## config.mk

```make
export PLATFORM = sky130hd
export DESIGN_NAME = operand_fetch
export DESIGN_NICKNAME = d
export VERILOG_FILES = /design/src/rtl/operand_fetch_pkg.sv /design/src/rtl/operand_fetch_fwd_mux.sv /design/src/rtl/operand_fetch.sv
export SDC_FILE = /design/constraint.sdc
export NUM_CORES = 1
export LEC_CHECK = 0
export ABC_AREA = 1
export CORE_MARGIN = 2
export CORE_UTILIZATION = 49
export CTS_BUF_LIST = sky130_fd_sc_hd__clkbuf_8
export CTS_CLUSTER_SIZE = 14
export DETAILED_ROUTE_END_ITERATION = 8
export MAX_ROUTING_LAYER = met4
export PLACE_DENSITY = 0.89
export SKIP_CTS_REPAIR_TIMING = 1
export SYNTH_ARGS = -nofsm -noshare
export SYNTH_HDL_FRONTEND = slang
export SYNTH_SLANG_ARGS = --single-unit
```

## constraint.sdc

```tcl
create_clock -name clk -period 3.3 [get_ports clk]
set_input_delay 0.66 -clock clk [delete_from_list [all_inputs] [get_ports clk]]
set_output_delay 0.66 -clock clk [all_outputs]
set_load 0.02 [all_outputs]
```

## src/rtl/operand_fetch_pkg.sv

```systemverilog
// ============================================================================
// operand_fetch_pkg : shared widths, constants and output bundle type
// Rev 1.0
// ============================================================================
`default_nettype none

package operand_fetch_pkg;
  localparam int ADSize = 5;
  localparam int DASize = 32;

  localparam logic [ADSize-1:0] REG_ZERO  = '0;
  localparam logic [15:0]       STALL_MAX = 16'hFFFF;

  typedef struct packed {
    logic [DASize-1:0] op1;
    logic [DASize-1:0] op2;
    logic [ADSize-1:0] rd;
    logic              rd_we;
  } out_bundle_t;
endpackage

`default_nettype wire

```

## src/rtl/operand_fetch_fwd_mux.sv

```systemverilog
// ============================================================================
// fwd_mux : per-operand bypass select (x0, EX forward, WB forward, regfile)
// Rev 1.0
// ============================================================================
`default_nettype none

module fwd_mux #(
  parameter int ADSize = operand_fetch_pkg::ADSize,
  parameter int DASize = operand_fetch_pkg::DASize
) (
  input  logic [ADSize-1:0] src,
  input  logic              ex_fwd_valid,
  input  logic [ADSize-1:0] ex_fwd_addr,
  input  logic [DASize-1:0] ex_fwd_data,
  input  logic              wb_we,
  input  logic [ADSize-1:0] wb_addr,
  input  logic [DASize-1:0] wb_data,
  input  logic [DASize-1:0] rf_data,
  output logic [DASize-1:0] data
);

  // The youngest producer wins; x0 is hardwired regardless of any forward.
  always_comb begin
    data = rf_data;
    if (src == '0) begin
      data = '0;
    end else if (ex_fwd_valid && (ex_fwd_addr == src)) begin
      data = ex_fwd_data;
    end else if (wb_we && (wb_addr == src)) begin
      data = wb_data;
    end
  end

endmodule

`default_nettype wire

```

## src/rtl/operand_fetch.sv

```systemverilog
// ============================================================================
// operand_fetch : operand resolution, load-use interlock and output register
// Rev 1.0
// ============================================================================
`default_nettype none

module operand_fetch #(
  parameter int ADSize = operand_fetch_pkg::ADSize,
  parameter int DASize = operand_fetch_pkg::DASize
) (
  input  logic              clk,
  input  logic              rst,
  input  logic              in_valid,
  output logic              in_ready,
  input  logic [ADSize-1:0] in_rs1,
  input  logic [ADSize-1:0] in_rs2,
  input  logic [ADSize-1:0] in_rd,
  input  logic              in_rs1_used,
  input  logic              in_rs2_used,
  input  logic              in_rd_we,
  output logic [ADSize-1:0] rf_addr_1,
  output logic [ADSize-1:0] rf_addr_2,
  input  logic [DASize-1:0] rf_data_1,
  input  logic [DASize-1:0] rf_data_2,
  input  logic              ex_fwd_valid,
  input  logic              ex_load_pending,
  input  logic [ADSize-1:0] ex_fwd_addr,
  input  logic [DASize-1:0] ex_fwd_data,
  input  logic              wb_we,
  input  logic [ADSize-1:0] wb_addr,
  input  logic [DASize-1:0] wb_data,
  input  logic              flush,
  output logic              out_valid,
  input  logic              out_ready,
  output logic [DASize-1:0] out_op1,
  output logic [DASize-1:0] out_op2,
  output logic [ADSize-1:0] out_rd,
  output logic              out_rd_we,
  output logic [15:0]       stall_cnt
);

  import operand_fetch_pkg::*;

  logic [DASize-1:0] op1;
  logic [DASize-1:0] op2;
  logic              hazard;
  logic              capture;

  out_bundle_t       out_q, out_d;
  logic              out_valid_q, out_valid_d;
  logic [15:0]       stall_cnt_q, stall_cnt_d;

  assign rf_addr_1 = in_rs1;
  assign rf_addr_2 = in_rs2;

  fwd_mux #(.ADSize(ADSize), .DASize(DASize)) u_fwd_1 (
    .src(in_rs1), .ex_fwd_valid(ex_fwd_valid), .ex_fwd_addr(ex_fwd_addr),
    .ex_fwd_data(ex_fwd_data), .wb_we(wb_we), .wb_addr(wb_addr),
    .wb_data(wb_data), .rf_data(rf_data_1), .data(op1)
  );

  fwd_mux #(.ADSize(ADSize), .DASize(DASize)) u_fwd_2 (
    .src(in_rs2), .ex_fwd_valid(ex_fwd_valid), .ex_fwd_addr(ex_fwd_addr),
    .ex_fwd_data(ex_fwd_data), .wb_we(wb_we), .wb_addr(wb_addr),
    .wb_data(wb_data), .rf_data(rf_data_2), .data(op2)
  );

  always_comb begin
    hazard = ex_load_pending && (ex_fwd_addr != REG_ZERO) &&
             ((in_rs1_used && (ex_fwd_addr == in_rs1)) ||
              (in_rs2_used && (ex_fwd_addr == in_rs2)));
    // A flushed instruction is always swallowed, so flush forces ready.
    in_ready    = flush || (!hazard && (!out_valid_q || out_ready));
    capture     = in_valid && in_ready && !flush;

    out_d       = out_q;
    out_valid_d = out_valid_q;
    stall_cnt_d = stall_cnt_q;

    if (flush) begin
      out_valid_d = 1'b0;
    end else if (capture) begin
      out_valid_d  = 1'b1;
      out_d.op1    = op1;
      out_d.op2    = op2;
      out_d.rd     = in_rd;
      out_d.rd_we  = in_rd_we && (in_rd != REG_ZERO);
    end else if (out_ready) begin
      out_valid_d = 1'b0;
    end

    if (in_valid && hazard && !flush && (stall_cnt_q != STALL_MAX)) begin
      stall_cnt_d = stall_cnt_q + 16'd1;
    end
  end

  always_ff @(posedge clk or negedge rst) begin
    if (!rst) begin
      out_q       <= '0;
      out_valid_q <= 1'b0;
      stall_cnt_q <= '0;
    end else begin
      out_q       <= out_d;
      out_valid_q <= out_valid_d;
      stall_cnt_q <= stall_cnt_d;
    end
  end

  assign out_valid = out_valid_q;
  assign out_op1   = out_q.op1;
  assign out_op2   = out_q.op2;
  assign out_rd    = out_q.rd;
  assign out_rd_we = out_q.rd_we;
  assign stall_cnt = stall_cnt_q;

endmodule

`default_nettype wire

```

# Word-level counts from Yosys, hierarchy flattened

Index checks and enable logic that the tools add are counted.

Register bits: 87
Input bits: 164
Output and inout bits: 98
Word-level logic and storage cells: 49

Add/subtract/negate cells: 1
Equal/unequal tests: 5
Multiplexer cells: 9
Bitwise operators: 1
Reduce and logical (&&, ||, !) cells: 27

Operator list:

| kind                                                            | number |
|---|---|
| 32-bit 2-to-1 mux                                               | 6 |
| 5-bit == test                                                   | 4 |
| 16-bit by 1-bit adder with 16-bit output, second input constant | 1 |
| 16-bit != test, second input constant                           | 1 |
| 1-bit logical AND                                               | 15 |
| 5-bit logical NOT                                               | 2 |
| 5-bit nonzero test                                              | 2 |
| 1-bit logical NOT                                               | 3 |
| 1-bit logical OR                                                | 3 |
| 1-bit 2-to-1 mux                                                | 3 |
| 3-bit nonzero test                                              | 1 |
| 2-bit AND reduction                                             | 1 |
| 1-bit inverter                                                  | 1 |

# Logic depth before layout (Yosys ltp)

Gate-level depths: netlist (run 1).

Depth after elaboration: 11
Gate-level depth with buffers: 13
Gate-level depth less buffers: 11

# By module

A second synthesis (run 1) with hierarchy kept.

Cells, all modules: 1,113
Area total of the unflattened synthesis: 6,982.9 sq um

Modules (own cells, without submodules):

| module        | instances | cells an instance | area each (sq um) | seq. area each (sq um) |
|---|---|---|---|---|
| operand_fetch | 1         | 515               | 4,160.2           | 2,177.1 |
| fwd_mux       | 2         | 299               | 1,411.4           | 0.0 |

# Worst setup path before layout (run 1)

OpenSTA, ideal clock, no wires.

Kind: input-to-output
From: in ex_fwd_addr[1]
To: out in_ready
Arrival: 1.373 ns
Data required time: 2.640 ns
Setup slack: 1.267 ns
Stages: 9
Buffers on the path: 0
Cell sequence: inv_2 > nand2_1 > nand2_1 > inv_1 > nor2_1 > nand4_1 > nand2_1 > nand2_2 > a21o_1

Word-level cells in the longest chain between the ends: 7
Elaborated cells between the ends (all ways): 11
Classes of those cells: eq/ne (2); reduce/logical (9)

Ends and longest elaborated chain:

| element                              | line                                     | RTL |
|---|---|---|
| from (decl)                          | operand_fetch.sv:27                      | `input logic [ADSize-1:0] ex_fwd_addr,` |
| 5-bit == test (on tied branches)     | operand_fetch.sv:70, operand_fetch.sv:71 |  |
| 1-bit logical AND (on tied branches) | operand_fetch.sv:70, operand_fetch.sv:71 |  |
| 1-bit logical OR                     | operand_fetch.sv:70                      | `((in_rs1_used && (ex_fwd_addr == in_rs1)) \|\|` |
| 1-bit logical AND *                  | operand_fetch.sv:69                      | `hazard = ex_load_pending && (ex_fwd_addr != REG_ZERO) &&` |
| 1-bit logical NOT *                  | operand_fetch.sv:73                      | `in_ready = flush \|\| (!hazard && (!out_valid_q \|\| out_ready));` |
| 1-bit logical AND *                  | operand_fetch.sv:73                      |  |
| 1-bit logical OR *                   | operand_fetch.sv:73                      |  |
| to (decl)                            | operand_fetch.sv:14                      | `output logic in_ready,` |

Every way passes the cells marked *; elsewhere a longest branch is shown, timed or not.

# Final worst setup path (run 1)

From: in ex_fwd_addr[0]
To: out in_ready

Same word-level chain as after synthesis.

==> results of run 1 <==
==> layout make-up <==
cell class | instances | area, um2
fill | 1115 | 3810
multi-input combinational | 714 | 3360
timing repair buffer | 289 | 2860
sequential | 87 | 2180
inverter | 139 | 522
tap | 176 | 220
clock buffer | 10 | 138
clock inverter | 3 | 46.3
antenna | 3 | 7.51
==> per-layer routing <==
metal,vias up,routed length (um),GRT usage (%)
li1,3724,-,-
met1,3511,9780,43.6
met2,483,11000,54.9
met3,85,2230,5.56
met4,0,1050,18.2
met5,-,0,-
==> path summary, 6_finish.rpt <==
path	from	to	slack, ps	cells past startpoint
min in group clk	out_op1[4]$_DFFE_PN0P_	out_op1[4]$_DFFE_PN0P_	490	2
max reg2reg	stall_cnt[0]$_DFFE_PN0P_	stall_cnt[10]$_DFFE_PN0P_	1120	11
max	ex_fwd_addr[0]	in_ready	470	10
max in group asynchronous	rst	out_op2[20]$_DFFE_PN0P_	2250	2
min	rst	out_op1[21]$_DFFE_PN0P_	280	1
min reg2reg	out_op1[4]$_DFFE_PN0P_	out_op1[4]$_DFFE_PN0P_	490	2
==> synth_stat cells, types with 2 or more instances <==
master,n,share of area [%]
inv_2,9,0.52
nand2_2,2,0.19
xor2_1,8,1.1
dfrtp_1,87,33
o21ai_0,18,1.4
buf_4,11,1.3
buf_1,4,0.23
nand3_1,110,8.4
nor3_2,2,0.31
o21ai_1,66,5.0
nor2_1,17,0.97
nand4_1,102,9.7
buf_6,13,2.2
xnor2_1,8,1.1
nor3_1,7,0.54
buf_2,41,3.1
inv_1,130,7.5
nand2_1,362,21
clkbuf_1,10,0.57
nor2_2,6,0.57
==> power groups by stage <==
stage               clock (mW)  sequential (mW)  combinational [mW]
global placement             0             1.33                1.28
detailed placement           0             1.33                1.30
global route             0.819             1.33                1.40
CTS                      0.766             1.31                1.30
floorplan                    0             1.51               0.421
finish                   0.759             1.32                1.31
==> cell families (layout without fill, tap and decap cells) <==
group,count (synthesis),count (layout)
fa+ha+maj,1,1
flops,87,87
simple gates,611,611
other cells,0,3
xor+xnor,16,16
compound gates,86,86
buf+inv,219,441
==> flip-flops by register name, indices dropped and copies added, names as in the netlist <==
signal and count:
out_valid 1, stall_cnt 16, out_op1 32, out_rd_we 1, out_op2 32, out_rd 5
==> worst register-to-register path: stages (launching register included) <==
cell	delay, ps
dfrtp_1	440
ha_1	240
nand3_1	170
nor2_2	200
nand2_1	70
nor2_1	90
nand2_1	90
nand4_1	100
buf_4	240
inv_1	260
nand2_1	130
nand2_1	60
==> stage by stage <==
stage,hold WS (ps),area [um2],setup slack (ps),utilization [%]
6_report,278,9330,468,71.0
5_1_grt,328,9330,326,71.0
4_1_cts,307,9320,120,70.9
3_5_place_dp,476,9130,127,69.5
3_3_place_gp,469,9130,135,69.5
2_1_floorplan,364,6550,1270,-
==> results.cfg, run 1 <==
[drt]
vias = 7803
viasPerCell = 5.49
ant_nets = 0
routed_wl_um = 24100
routedWlPerCell_um = 16.9
drc = 0
drt_first_pass_iters = 8
dr.first_iter.drc_count = 730

[synth]
synth-compound-area-share_pct = 6.67
ys_ff_latch = 87
synth_edf_count = 0
synth-xor-area-share_pct = 2.14
yosys.area_share.simple_pct = 42.1
synth_fp_nets = 1185
synthCells = 1020
yosysWarnings = 0
synth_top_family_by_area = simple AND/OR/NAND/NOR gates
synth_sequential_area_ratio_pct = 33.3
synthDistinctLibCells = 27
ys.flop_type = dfrtp_1
synthAdderAreaFrac_pct = 0.191
syn_avg_cell_area_um2 = 6.42
ys_async_sr_fraction_pct = 100
synthMuxAreaShare_pct = 0
netlist_area_mm2 = 0.00655

[power]
leakagePower_nw = 4.63
pwr-share-comb_pct = 38.8
p_sw_mw = 1.20
seq_power_share_pct = 38.8
switching_share_pct = 35.5
p_int_mw = 2.18
ir_worst_vdd_uv = 209
total_power_mw = 3.39
pwr-share-clk_pct = 22.4
powerDensity_mw_per_mm2 = 363

[critical_path]
cp_top_family = buffers and inverters
cp.required_ps = 2640
cpMaxStageDelayCell = clkdlybuf4s50_1
path_common_cell = nand2_1
crit_fanout = 3
cp_data_arrival_time_ps = 2170
critPathCaptureType = output port
cp-start-kind = input port
critPathKind = in2out
worst-path-buf-inv = 3
slowest_delay_ps = 510
path_cells = clkdlybuf4s50_1 > inv_1 > nand2_1 > nand2_1 > nor2_1 > nand4_1 > nand2_1 > nand2_2 > a21o_1 > dlymetal6s2s_1

[global_route]
antenna_found_initial = 3
track_usage_pct = 34.9
grt_max_degree = 65
grt_pass1_wl_um = 38300
grt_pass1_vias = 7680
grt_overflow = 0

[worst_hold_path]
min_path_type = in2async

[placed_design]
dp_hpwl_um = 16700
dp.cells = 1405
gp_congestion = 0.918
io_buffer_count = 261

[clocking]
root_buffer = clkbuf_8
path_clk_slew_ps = 90
cts_tree = built
clock_sinks = 87
numCtsBuffers = 9
htree_levels = 3
cts_buffer_depth = 2
insertion_delay_ps = 370

[sta]
maxSlewViolCount = 0
skew_ps = 11.0
max_slew.worst_pin.slew_ps = 748
max_freq_mhz = 353
post-route-min-period_ps = 2830
slew_headroom_pct = 50.0
post-route-period-util_pct = 85.8
setup_tns_ps = 0
hold_violations = 0
finalSetupViolations = 0
rsz0062_at_grt = no

[finish]
final_common_cell = nand2_1
final_cell_mix = 362 x nand2_1, 257 x clkdlybuf4s50_1, 130 x inv_1
final_cells = 1421
areaGrowthSynthToFinish_pct = 42.5
layout-drive-gt1-share_pct = 5.56
fin_nets = 1405

[die]
fp.dieH_um = 120
die_area_mm2 = 0.0143
core.rowCount = 42
start_util_pct = 49.8
die_w_um = 120
core_area_mm2 = 0.0131
pin_count = 262

[job]
maxCapViolations = 0

[outcome]
status = complete, no violations
Note: power is estimated with default switching activity, not from simulation.
==> run 2, diff against run 1 <==
--- a/config.mk
+++ b/config.mk
@@ -13,7 +13,6 @@
 export DETAILED_ROUTE_END_ITERATION = 8
 export MAX_ROUTING_LAYER = met4
 export PLACE_DENSITY = 0.89
-export SKIP_CTS_REPAIR_TIMING = 1
 export SYNTH_ARGS = -nofsm -noshare
 export SYNTH_HDL_FRONTEND = slang
 export SYNTH_SLANG_ARGS = --single-unit
==> results of run 2 <==
No change in the layout: final DEF, timing and power equal those of run 1.
==> run 3, diff against run 2 <==
--- a/config.mk
+++ b/config.mk
@@ -5,9 +5,9 @@
 export SDC_FILE = /design/constraint.sdc
 export NUM_CORES = 1
 export LEC_CHECK = 0
-export ABC_AREA = 1
+export CORE_ASPECT_RATIO = 1.25
 export CORE_MARGIN = 2
-export CORE_UTILIZATION = 49
+export CORE_UTILIZATION = 45
 export CTS_BUF_LIST = sky130_fd_sc_hd__clkbuf_8
 export CTS_CLUSTER_SIZE = 14
 export DETAILED_ROUTE_END_ITERATION = 8
==> run 3 against run 2 <==
Register-to-register slack improved by 80 ps. Fmax fell by 10%. Total power fell by 3.8%. Sequential share of layout area rose by 3.7 points. Critical path depth decreased by 3. Synthesized area fell by 22%. Clock power up 2%. Critical path type unchanged. Highest routed layer unchanged.
==> results.cfg, run 3 <==
[outcome]
status = complete, no violations

[critical_path]
critPathKind = in2out
crit_fanout = 3
cp-start-kind = input port
cp_data_arrival_time_ps = 2500
cp.required_ps = 2640
critPathCaptureType = output port
rr_worst_depth = 6

[sta]
skew_ps = 11.0
post-route-min-period_ps = 3160
max_slew.worst_pin.slew_ps = 1090
max_freq_mhz = 316
maxSlewViolCount = 0
finalSetupViolations = 0
hold_violations = 0
post-route-period-util_pct = 95.8
rsz0062_at_grt = no
slew_headroom_pct = 27.1
whs_ps = 483

[drt]
vias = 5504
routed_wl_um = 18100
ant_nets = 0
drc = 0
dr_wl_met3_um = 1320
top_layer = met4
viasPerCell = 5.79
drt-met1-wl_um = 6650
routedWlPerCell_um = 19.0
dr.first_iter.drc_count = 305
drt_first_pass_iters = 6
wl_met2_um = 9380

[die]
pin_count = 262
die_w_um = 99.4
core.rowCount = 43
start_util_pct = 46.2
die_area_mm2 = 0.0122
fp.dieH_um = 123
core_area_mm2 = 0.0111

[synth]
synth_edf_count = 0
ys_ff_latch = 87
ys_async_sr_fraction_pct = 100
synth_common_cells = 87 x dfrtp_1, 73 x nand2_1, 67 x nor2_1
yosysTopAreaCell = dfrtp_1
ys.flop_type = dfrtp_1
synth_area_leaders = dfrtp_1 43%, a211oi_1 9.4%, o31ai_1 9.4%
netlist_area_mm2 = 0.00512
synth_fp_nets = 730
synthDistinctLibCells = 39
synth_top_area_share_pct = 42.6
post-synth-top-count-cell = dfrtp_1
synth_sequential_area_ratio_pct = 42.6
yosysWarnings = 0
synthCells = 565
syn_avg_cell_area_um2 = 9.06

[finish]
layout-drive-gt1-share_pct = 6.86
fin_nets = 976
final_common_cell = clkdlybuf4s50_1
final_cell_mix = 259 x clkdlybuf4s50_1, 87 x dfrtp_1, 73 x nand2_1
areaGrowthSynthToFinish_pct = 57.3
antenna_cells = 0
fin_util_pct = 72.6

[global_route]
grt_pass1_wl_um = 27800
track_usage_pct = 29.7
grt_max_degree = 88
grt_overflow = 0
grt_pass1_vias = 5546
antenna_found_initial = 0

[power]
ir_worst_vdd_uv = 253
pwr-share-comb_pct = 35.7
p_int_mw = 2.18
total_power_mw = 3.26
leakagePower_nw = 3.34
p_sw_mw = 1.07
switching_share_pct = 33.0
powerDensity_mw_per_mm2 = 405
pwr-share-clk_pct = 23.8
seq_power_share_pct = 40.5

[job]
maxCapViolations = 0

[clocking]
path_clk_slew_ps = 80
clock_sinks = 87
cts_setup_buffers = 0
cts_tree = built
insertion_delay_ps = 360
root_buffer = clkbuf_8
htree_levels = 3
numCtsBuffers = 9
cts_buffer_depth = 2

[placed_design]
io_buffer_count = 261
dp_hpwl_um = 13200
gp_congestion = 0.906

[worst_hold_path]
min_path_type = reg2reg
whs_path_depth = 2
-- run 3: power by group through the flow --
stage | logic [mW] | clock network (mW) | registers [mW]
global placement | 1.14 | 0 | 1.33
global route | 1.24 | 0.824 | 1.34
detailed placement | 1.16 | 0 | 1.34
CTS | 1.17 | 0.783 | 1.32
floorplan | 0.301 | 0 | 1.52
finish | 1.16 | 0.774 | 1.32
-- run 3: cells by family after synthesis --
family	count (synthesis)	synth area share [%]
AOI/OAI and AO/OA	142	21.2
and+or+nand+nor	245	24.0
xor gates and xnor gates	29	4.96
DFF	87	42.6
buffers and inverters	55	5.72
muxes	6	1.32
adders and majority gates	1	0.245
-- run 3: layer usage --
layer  track usage, %  up-vias
li1                 -     2498
met1             32.8     2668
met2             51.9      280
met3             6.11       58
met4             12.9        0
met5                -        -
-- run 3: path summary, 6_finish.rpt --
| check | startpoint | to | slack (ps) |
|---|---|---|---|
| max | ex_fwd_addr[2] | in_ready | 140 |
| min | out_op1[4]$_DFFE_PN0P_ | out_op1[4]$_DFFE_PN0P_ | 480 |
| max reg2reg | stall_cnt[0]$_DFFE_PN0P_ | stall_cnt[1]$_DFFE_PN0P_ | 1200 |
| min reg2reg | out_op1[4]$_DFFE_PN0P_ | out_op1[4]$_DFFE_PN0P_ | 480 |
| max in group asynchronous | rst | out_op2[1]$_DFFE_PN0P_ | 2100 |
| min in group asynchronous | rst | out_rd_we$_DFFE_PN0P_ | 490 |
-- run 3: repair_timing --
| action | 4_1_cts | 5_1_grt |
|---|---|---|
| gates resized for setup | 1 | 0 |
| hold buffers | 0 | 0 |
| endpoints found under the setup margin | 1 | 0 |
-- run 3: area by class of cell --
| type | instances | area (um2) |
|---|---|---|
| Fill cell | 776 | 3040 |
| Timing Repair Buffer | 286 | 2820 |
| Multi-Input combinational cell | 423 | 2660 |
| Sequential cell | 87 | 2180 |
| Tap cell | 135 | 169 |
| Clock buffer | 9 | 124 |
| Clock inverter | 7 | 80.1 |
| Inverter | 4 | 15.0 |
-- run 3: through the flow --
step	TNS (ps)	setup slack [ps]	instance area [um2]	cells
after floorplan	0	933	5120	565
after global placement	-72.6	-72.6	7850	935
after detailed placement	-106	-106	7850	935
after CTS	0	122	8050	951
after global routing	0	4.55	8050	951
final	0	140	8050	951
-- run 3: worst max-delay path, stage by stage --
cell and delay (ps):
clkdlybuf4s50_1 500, xnor2_1 250, nand3_1 100, o22a_1 210, or2_2 290, a21o_1 160
dlygate4sd2_1 330
